[src/rtl/fixed_div_seq_if.sv]
// Operand/result handshake bundle for the sequential Q16.16 divider.
// The divider takes the slave modport; its producer/consumer the master.
interface fixed_div_seq_if;
    logic        in_valid;
    logic        in_ready;
    logic [31:0] in_lhs;
    logic [31:0] in_rhs;
    logic        out_valid;
    logic        out_ready;
    logic [31:0] out_result;
    logic        out_div_by_zero;
    logic        out_overflow;
    logic        busy;

    modport master (
        output in_valid, in_lhs, in_rhs, out_ready,
        input  in_ready, out_valid, out_result,
        input  out_div_by_zero, out_overflow, busy
    );

    modport slave (
        input  in_valid, in_lhs, in_rhs, out_ready,
        output in_ready, out_valid, out_result,
        output out_div_by_zero, out_overflow, busy
    );
endinterface

[src/rtl/fixed_div_seq.sv]
// Sequential radix-2 restoring divider for Q16.16 fixed point,
// bit-identical to ({lhs,16'b0} / rhs) truncated toward zero.
module fixed_div_seq #(
    parameter int DECIMAL_WIDTH = 16,
    parameter int TOTAL_WIDTH   = 32
) (
    input  logic            clk,
    input  logic            rst_n,
    fixed_div_seq_if.slave  bus
);
    localparam int NUM_W = TOTAL_WIDTH + DECIMAL_WIDTH;
    localparam int CNT_W = $clog2(NUM_W);
    localparam int DEN_W = TOTAL_WIDTH + 1;

    typedef enum logic [1:0] {
        IDLE,
        BUSY,
        FIX,
        DONE
    } state_e;

    state_e             state_q, state_d;
    logic [NUM_W-1:0]   num_q, num_d;
    logic [NUM_W-1:0]   quo_q, quo_d;
    logic [DEN_W-1:0]   den_q, den_d;
    logic [DEN_W-1:0]   rem_q, rem_d;
    logic [CNT_W-1:0]   cnt_q, cnt_d;
    logic               neg_q, neg_d;
    logic               zero_q, zero_d;
    logic [TOTAL_WIDTH-1:0] res_q, res_d;
    logic               dz_q, dz_d;
    logic               ov_q, ov_d;

    logic [TOTAL_WIDTH-1:0] lhs_mag;
    logic [TOTAL_WIDTH-1:0] rhs_mag;
    logic [DEN_W:0]     trial;
    logic [DEN_W:0]     diff;
    logic               fits;
    logic [NUM_W-1:0]   qs;
    logic [NUM_W-1:TOTAL_WIDTH-1] qs_hi;

    assign lhs_mag = bus.in_lhs[TOTAL_WIDTH-1]
                   ? ('0 - bus.in_lhs) : bus.in_lhs;
    assign rhs_mag = bus.in_rhs[TOTAL_WIDTH-1]
                   ? ('0 - bus.in_rhs) : bus.in_rhs;

    // No borrow out of the trial subtraction means rem' >= den.
    assign trial = {rem_q, num_q[cnt_q]};
    assign diff  = trial - {1'b0, den_q};
    assign fits  = ~diff[DEN_W];

    assign qs    = neg_q ? ('0 - quo_q) : quo_q;
    assign qs_hi = qs[NUM_W-1:TOTAL_WIDTH-1];

    assign bus.in_ready        = (state_q == IDLE);
    assign bus.busy            = (state_q != IDLE);
    assign bus.out_valid       = (state_q == DONE);
    assign bus.out_result      = res_q;
    assign bus.out_div_by_zero = dz_q;
    assign bus.out_overflow    = ov_q;

    always_comb begin
        state_d = state_q;
        num_d   = num_q;
        quo_d   = quo_q;
        den_d   = den_q;
        rem_d   = rem_q;
        cnt_d   = cnt_q;
        neg_d   = neg_q;
        zero_d  = zero_q;
        res_d   = res_q;
        dz_d    = dz_q;
        ov_d    = ov_q;
        unique case (state_q)
            IDLE: begin
                if (bus.in_valid) begin
                    num_d  = {lhs_mag, {DECIMAL_WIDTH{1'b0}}};
                    den_d  = {1'b0, rhs_mag};
                    rem_d  = '0;
                    quo_d  = '0;
                    cnt_d  = CNT_W'(NUM_W - 1);
                    zero_d = (bus.in_rhs == '0);
                    // On divide-by-zero neg carries the saturation sign.
                    if (bus.in_rhs == '0) begin
                        neg_d   = bus.in_lhs[TOTAL_WIDTH-1];
                        state_d = FIX;
                    end else begin
                        neg_d   = bus.in_lhs[TOTAL_WIDTH-1]
                                ^ bus.in_rhs[TOTAL_WIDTH-1];
                        state_d = BUSY;
                    end
                end
            end
            BUSY: begin
                if (fits) begin
                    rem_d        = diff[DEN_W-1:0];
                    quo_d[cnt_q] = 1'b1;
                end else begin
                    rem_d = trial[DEN_W-1:0];
                end
                if (cnt_q == '0) begin
                    state_d = FIX;
                end else begin
                    cnt_d = cnt_q - 1'b1;
                end
            end
            FIX: begin
                if (zero_q) begin
                    res_d = neg_q ? {1'b1, {(TOTAL_WIDTH-1){1'b0}}}
                                  : {1'b0, {(TOTAL_WIDTH-1){1'b1}}};
                    dz_d  = 1'b1;
                    ov_d  = 1'b0;
                end else begin
                    res_d = qs[TOTAL_WIDTH-1:0];
                    dz_d  = 1'b0;
                    ov_d  = ~((&qs_hi) | ~(|qs_hi));
                end
                state_d = DONE;
            end
            DONE: begin
                if (bus.out_ready) begin
                    state_d = IDLE;
                end
            end
            default: state_d = IDLE;
        endcase
    end

    always_ff @(posedge clk or negedge rst_n) begin
        if (!rst_n) begin
            state_q <= IDLE;
            num_q   <= '0;
            quo_q   <= '0;
            den_q   <= '0;
            rem_q   <= '0;
            cnt_q   <= '0;
            neg_q   <= 1'b0;
            zero_q  <= 1'b0;
            res_q   <= '0;
            dz_q    <= 1'b0;
            ov_q    <= 1'b0;
        end else begin
            state_q <= state_d;
            num_q   <= num_d;
            quo_q   <= quo_d;
            den_q   <= den_d;
            rem_q   <= rem_d;
            cnt_q   <= cnt_d;
            neg_q   <= neg_d;
            zero_q  <= zero_d;
            res_q   <= res_d;
            dz_q    <= dz_d;
            ov_q    <= ov_d;
        end
    end
endmodule
[src/flat_wrapper.sv]
// flat-port wrapper written by rule: the top's interface ports become plain ports
module fixed_div_seq_flat 
#(
    parameter int DECIMAL_WIDTH = 16,
    parameter int TOTAL_WIDTH   = 32
)
  (clk, rst_n, bus_in_valid, bus_in_lhs, bus_in_rhs, bus_out_ready, bus_in_ready, bus_out_valid, bus_out_result, bus_out_div_by_zero, bus_out_overflow, bus_busy);
  fixed_div_seq_if bus_i ();
  input  logic clk;
  input  logic rst_n;
  input wire logic [$bits(bus_i.in_valid)-1:0] bus_in_valid;
  input wire logic [$bits(bus_i.in_lhs)-1:0] bus_in_lhs;
  input wire logic [$bits(bus_i.in_rhs)-1:0] bus_in_rhs;
  input wire logic [$bits(bus_i.out_ready)-1:0] bus_out_ready;
  output wire logic [$bits(bus_i.in_ready)-1:0] bus_in_ready;
  output wire logic [$bits(bus_i.out_valid)-1:0] bus_out_valid;
  output wire logic [$bits(bus_i.out_result)-1:0] bus_out_result;
  output wire logic [$bits(bus_i.out_div_by_zero)-1:0] bus_out_div_by_zero;
  output wire logic [$bits(bus_i.out_overflow)-1:0] bus_out_overflow;
  output wire logic [$bits(bus_i.busy)-1:0] bus_busy;
  assign bus_i.in_valid = bus_in_valid;
  assign bus_i.in_lhs = bus_in_lhs;
  assign bus_i.in_rhs = bus_in_rhs;
  assign bus_i.out_ready = bus_out_ready;
  assign bus_in_ready = bus_i.in_ready;
  assign bus_out_valid = bus_i.out_valid;
  assign bus_out_result = bus_i.out_result;
  assign bus_out_div_by_zero = bus_i.out_div_by_zero;
  assign bus_out_overflow = bus_i.out_overflow;
  assign bus_busy = bus_i.busy;
  fixed_div_seq #(.DECIMAL_WIDTH(DECIMAL_WIDTH), .TOTAL_WIDTH(TOTAL_WIDTH)) u_core (.clk(clk), .rst_n(rst_n), .bus(bus_i));
endmodule
[config.mk]
export PLATFORM = sky130hd
export DESIGN_NAME = fixed_div_seq_flat
export DESIGN_NICKNAME = d
export VERILOG_FILES = /design/src/rtl/fixed_div_seq_if.sv /design/src/rtl/fixed_div_seq.sv /design/src/flat_wrapper.sv
export SDC_FILE = /design/constraint.sdc
export NUM_CORES = 1
export LEC_CHECK = 0
export BUFFER_PORTS_ARGS = -buffer_cell sky130_fd_sc_hd__buf_4
export CORE_MARGIN = 1.5
export CORE_UTILIZATION = 30
export DETAILED_ROUTE_END_ITERATION = 8
export GPL_ROUTABILITY_DRIVEN = 0
export PLACE_DENSITY = 0.53
export SLEW_MARGIN = 20
export SYNTH_ARGS = -nofsm -noshare
export SYNTH_HDL_FRONTEND = slang
export SYNTH_SLANG_ARGS = --single-unit
[constraint.sdc]
create_clock -name clk -period 8.7 [get_ports clk]
set_input_delay 1.305 -clock clk [delete_from_list [all_inputs] [get_ports clk]]
set_output_delay 1.305 -clock clk [all_outputs]
set_load 0.005 [all_outputs]
==> flow_metrics.py <==
metrics = {
    "status": {
        "status": "finished, final reports clean",
    },
    "timing": {
        "setup_ws_ns": 3.79,
        "hold_viol": 0,
        "period_needed_ns": 4.91,
        "fin_skew_ns": 0.0168,
        "worst_pin_slew_ns": 1.14,
        "setup_viol_count_final": 0,
        "rsz0062_at_grt": "no",
        "slew-limit-headroom": 0.232,
        "finalCritPeriodShare": 0.564,
        "final_max_slew_viol_count": 0,
        "max_freq_mhz": 204,
        "final.setup.tns_ns": 0,
    },
    "synthesis": {
        "synth_cell_types": 66,
        "synth.top_cell.area_share": 0.387,
        "synthCells": 1438,
        "synth-main-ff-cell": "dfrtp_1",
        "synth_xor_area_frac": 0.0838,
        "yosysTopAreaCell": "dfrtp_1",
        "synth_compound_area_frac": 0.222,
        "synth.avg_cell_area_sq_um": 8.50,
        "synthTopCellsByArea": "dfrtp_1 (39%), xor2_1 (6.4%), o21ai_0 (6.0%), nand2_1 (5.6%), ha_1 (4.1%)",
        "synthTopCellsByCount": "dfrtp_1 (189), nand2_1 (183), o21ai_0 (146)",
        "async_flop_share": 1.00,
        "synth-edff-count": 0,
        "yosys.area_share.simple": 0.197,
        "synth-seq-cells": 189,
        "muxShareOfSynthArea": 0.0186,
        "synth.yosys.seq_area_share": 0.387,
        "synth.most_common_cell": "dfrtp_1",
        "netlist_area_sq_um": 12200,
        "synth_top_family_by_area": "compound AO/OA/AOI/OAI gates",
        "syn-num-nets": 1547,
        "ys_warn_count": 0,
        "synth-adder-area-share": 0.0426,
    },
    "global_route": {
        "grt_pass1_wl_microns": 56400,
        "grt_usage": 0.168,
        "grt_overflow": 0,
        "antenna_found_initial": 0,
        "grt_max_degree": 95,
        "grt_pass1_vias": 10300,
    },
    "route": {
        "drt-wirelength-per-cell_microns": 16.8,
        "vias": 10700,
        "drt_wl_total_microns": 34100,
        "drt_iter0_drc": 768,
        "vias_per_cell": 5.26,
        "drc": 0,
        "met3_length_microns": 1080,
        "drt-met1-wl_microns": 18100,
        "dr.max_layer_used": "met4",
        "ant_nets": 0,
        "drtPass1Iterations": 5,
        "route.met2.wl_microns": 14500,
    },
    "power_and_ir_drop": {
        "p_total_uw": 3730,
        "peakVddDrop_v": 0.000174,
        "leakagePower_uw": 0.00646,
        "power_density_nw_per_um2": 265,
    },
    "worst_hold_path": {
        "min_path_type": "flip-flop to flip-flop",
        "min_path_cells": 2,
    },
    "worst_setup_path": {
        "worst-setup-path-type": "flip-flop to flip-flop",
        "cp_data_required_time_ns": 9.08,
        "critPathLaunchType": "flip-flop",
        "reg2reg_setup_slack_ns": 3.79,
        "cp-end-kind": "flip-flop",
        "arrival_ns": 5.29,
        "critical_path.max_fanout": 19,
        "reg2reg_depth": 18,
    },
    "die": {
        "die_x_microns": 205,
        "io_pins": 105,
        "start_util": 0.306,
        "die_h_microns": 205,
        "core_sq_um": 40000,
        "rows": 73,
        "die-area_sq_um": 42000,
    },
    "finish": {
        "area_growth_syn_to_layout_pct": 15.2,
        "final_nets": 1600,
        "diodes": 0,
        "post-route-util": 0.352,
        "drive_gt1_frac": 0.122,
    },
    "job": {
        "drv_cap": 0,
    },
    "clock_tree": {
        "htreeDepth": 4,
        "cts.clk_slew.worst_paths_ns": 0.08,
        "post-cts-setup-buffers": 0,
        "insertion_delay_ns": 0.46,
        "cts_root_buf": "clkbuf_16",
        "hold_buffers": 0,
        "clock_path_buffers": 2,
        "numCtsBuffers": 17,
        "postCtsResizedCells": 0,
        "cts.sinks": 189,
        "cts_tree": "built",
    },
    "place": {
        "place_ws_ns": 3.70,
        "dp_hpwl_microns": 24600,
        "port_buffers": 104,
    },
}
per-stage QoR:
stage                     cells  hold slack [ns]  instance area, sq um
final                      2029            0.480                 14100
after global routing       2029            0.512                 14100
after CTS                  2029            0.487                 14100
after detailed placement   1997            0.469                 13500
after global placement     1997            0.463                 13500
after floorplan            1438            0.443                 12200
sequential cells by signal (all words and copies together), names as in the netlist, 2 cells and up:
signal / cells
u_core.rem_q: 33
u_core.den_q: 32
u_core.state_q: 2
u_core.bus.out_result: 32
u_core.num_q: 32
u_core.cnt_q: 6
u_core.quo_q: 48
final timing paths:
kind / start / end
setup / recovery: u_core.cnt_q[2] / u_core.rem_q[22]
hold / removal: u_core.num_q[33] / u_core.num_q[33]
setup reg to reg: u_core.cnt_q[2] / u_core.rem_q[22]
hold reg to reg: u_core.num_q[33] / u_core.num_q[33]
max in group asynchronous: rst_n / u_core.rem_q[3]
min in group asynchronous: rst_n / u_core.den_q[14]
metal layers:
layer	GRT usage	vias up
met5	0	-
met4	0.0412	0
met3	0.0210	25
met2	0.247	229
met1	0.258	5115
li1	-	5312
cell type report:
type	instances	area, sq um
timing repair buffer	119	900
clock inverter	15	168
fill	4180	25900
sequential	189	4730
tap	525	657
clock buffer	17	425
inverter	75	282
multi-input combinational	1089	6930
cell families after synthesis:
group,Yosys count
adder cells (fa/ha/maj),41
multiplexers,17
XOR/XNOR,117
buffers and inverters,160
AO/OA/AOI/OAI,413
flip-flops,189
AND/OR/NAND/NOR,501
cell usage in the layout (no fill, tap or decap), types with 6 or more instances in the layout:
cell and count:
dfrtp_1 189, nand2_1 182, o21ai_0 146, buf_4 118, xor2_1 90, nand3_1 86, nor2_1 85, inv_1 73
a21oi_1 73, ha_1 39, a32o_1 31, o31ai_1 28, xnor2_1 26, nor3_1 25, or4_1 20, nand4_1 18
a22o_1 18, or3_1 18, a21o_1 17, clkbuf_16 17, a31oi_1 15, nand2b_1 12, a32oi_1 11, and3_1 10
o221ai_1 10, o211ai_1 10, o41ai_1 10, nor4_1 9, nor2b_1 8, mux2i_1 7, a211oi_1 7, and2_1 7
o21a_1 7, mux2_2 6
critical path, cell delays in order (launching register included):
cell and delay (ns):
dfrtp_1 0.77, mux2i_1 0.26, nor2_1 0.05, o21ai_0 0.16
o21ai_0 0.10, a21oi_1 0.12, o22ai_1 0.08, o21ai_0 0.26
ha_1 0.25, inv_1 0.05, a21o_1 0.21, a221oi_1 0.39
o21ai_0 0.25, o21ai_1 0.32, a21oi_1 0.19, xor2_1 0.73
buf_4 0.36, nand2_1 0.11, o21ai_0 0.18
power breakdown:
part	internal [uW]	total (uW)	switching (uW)
sequential	1120	1300	182
combinational	633	1630	993
clock	387	806	419
Power figures use the tool's default switching activity.
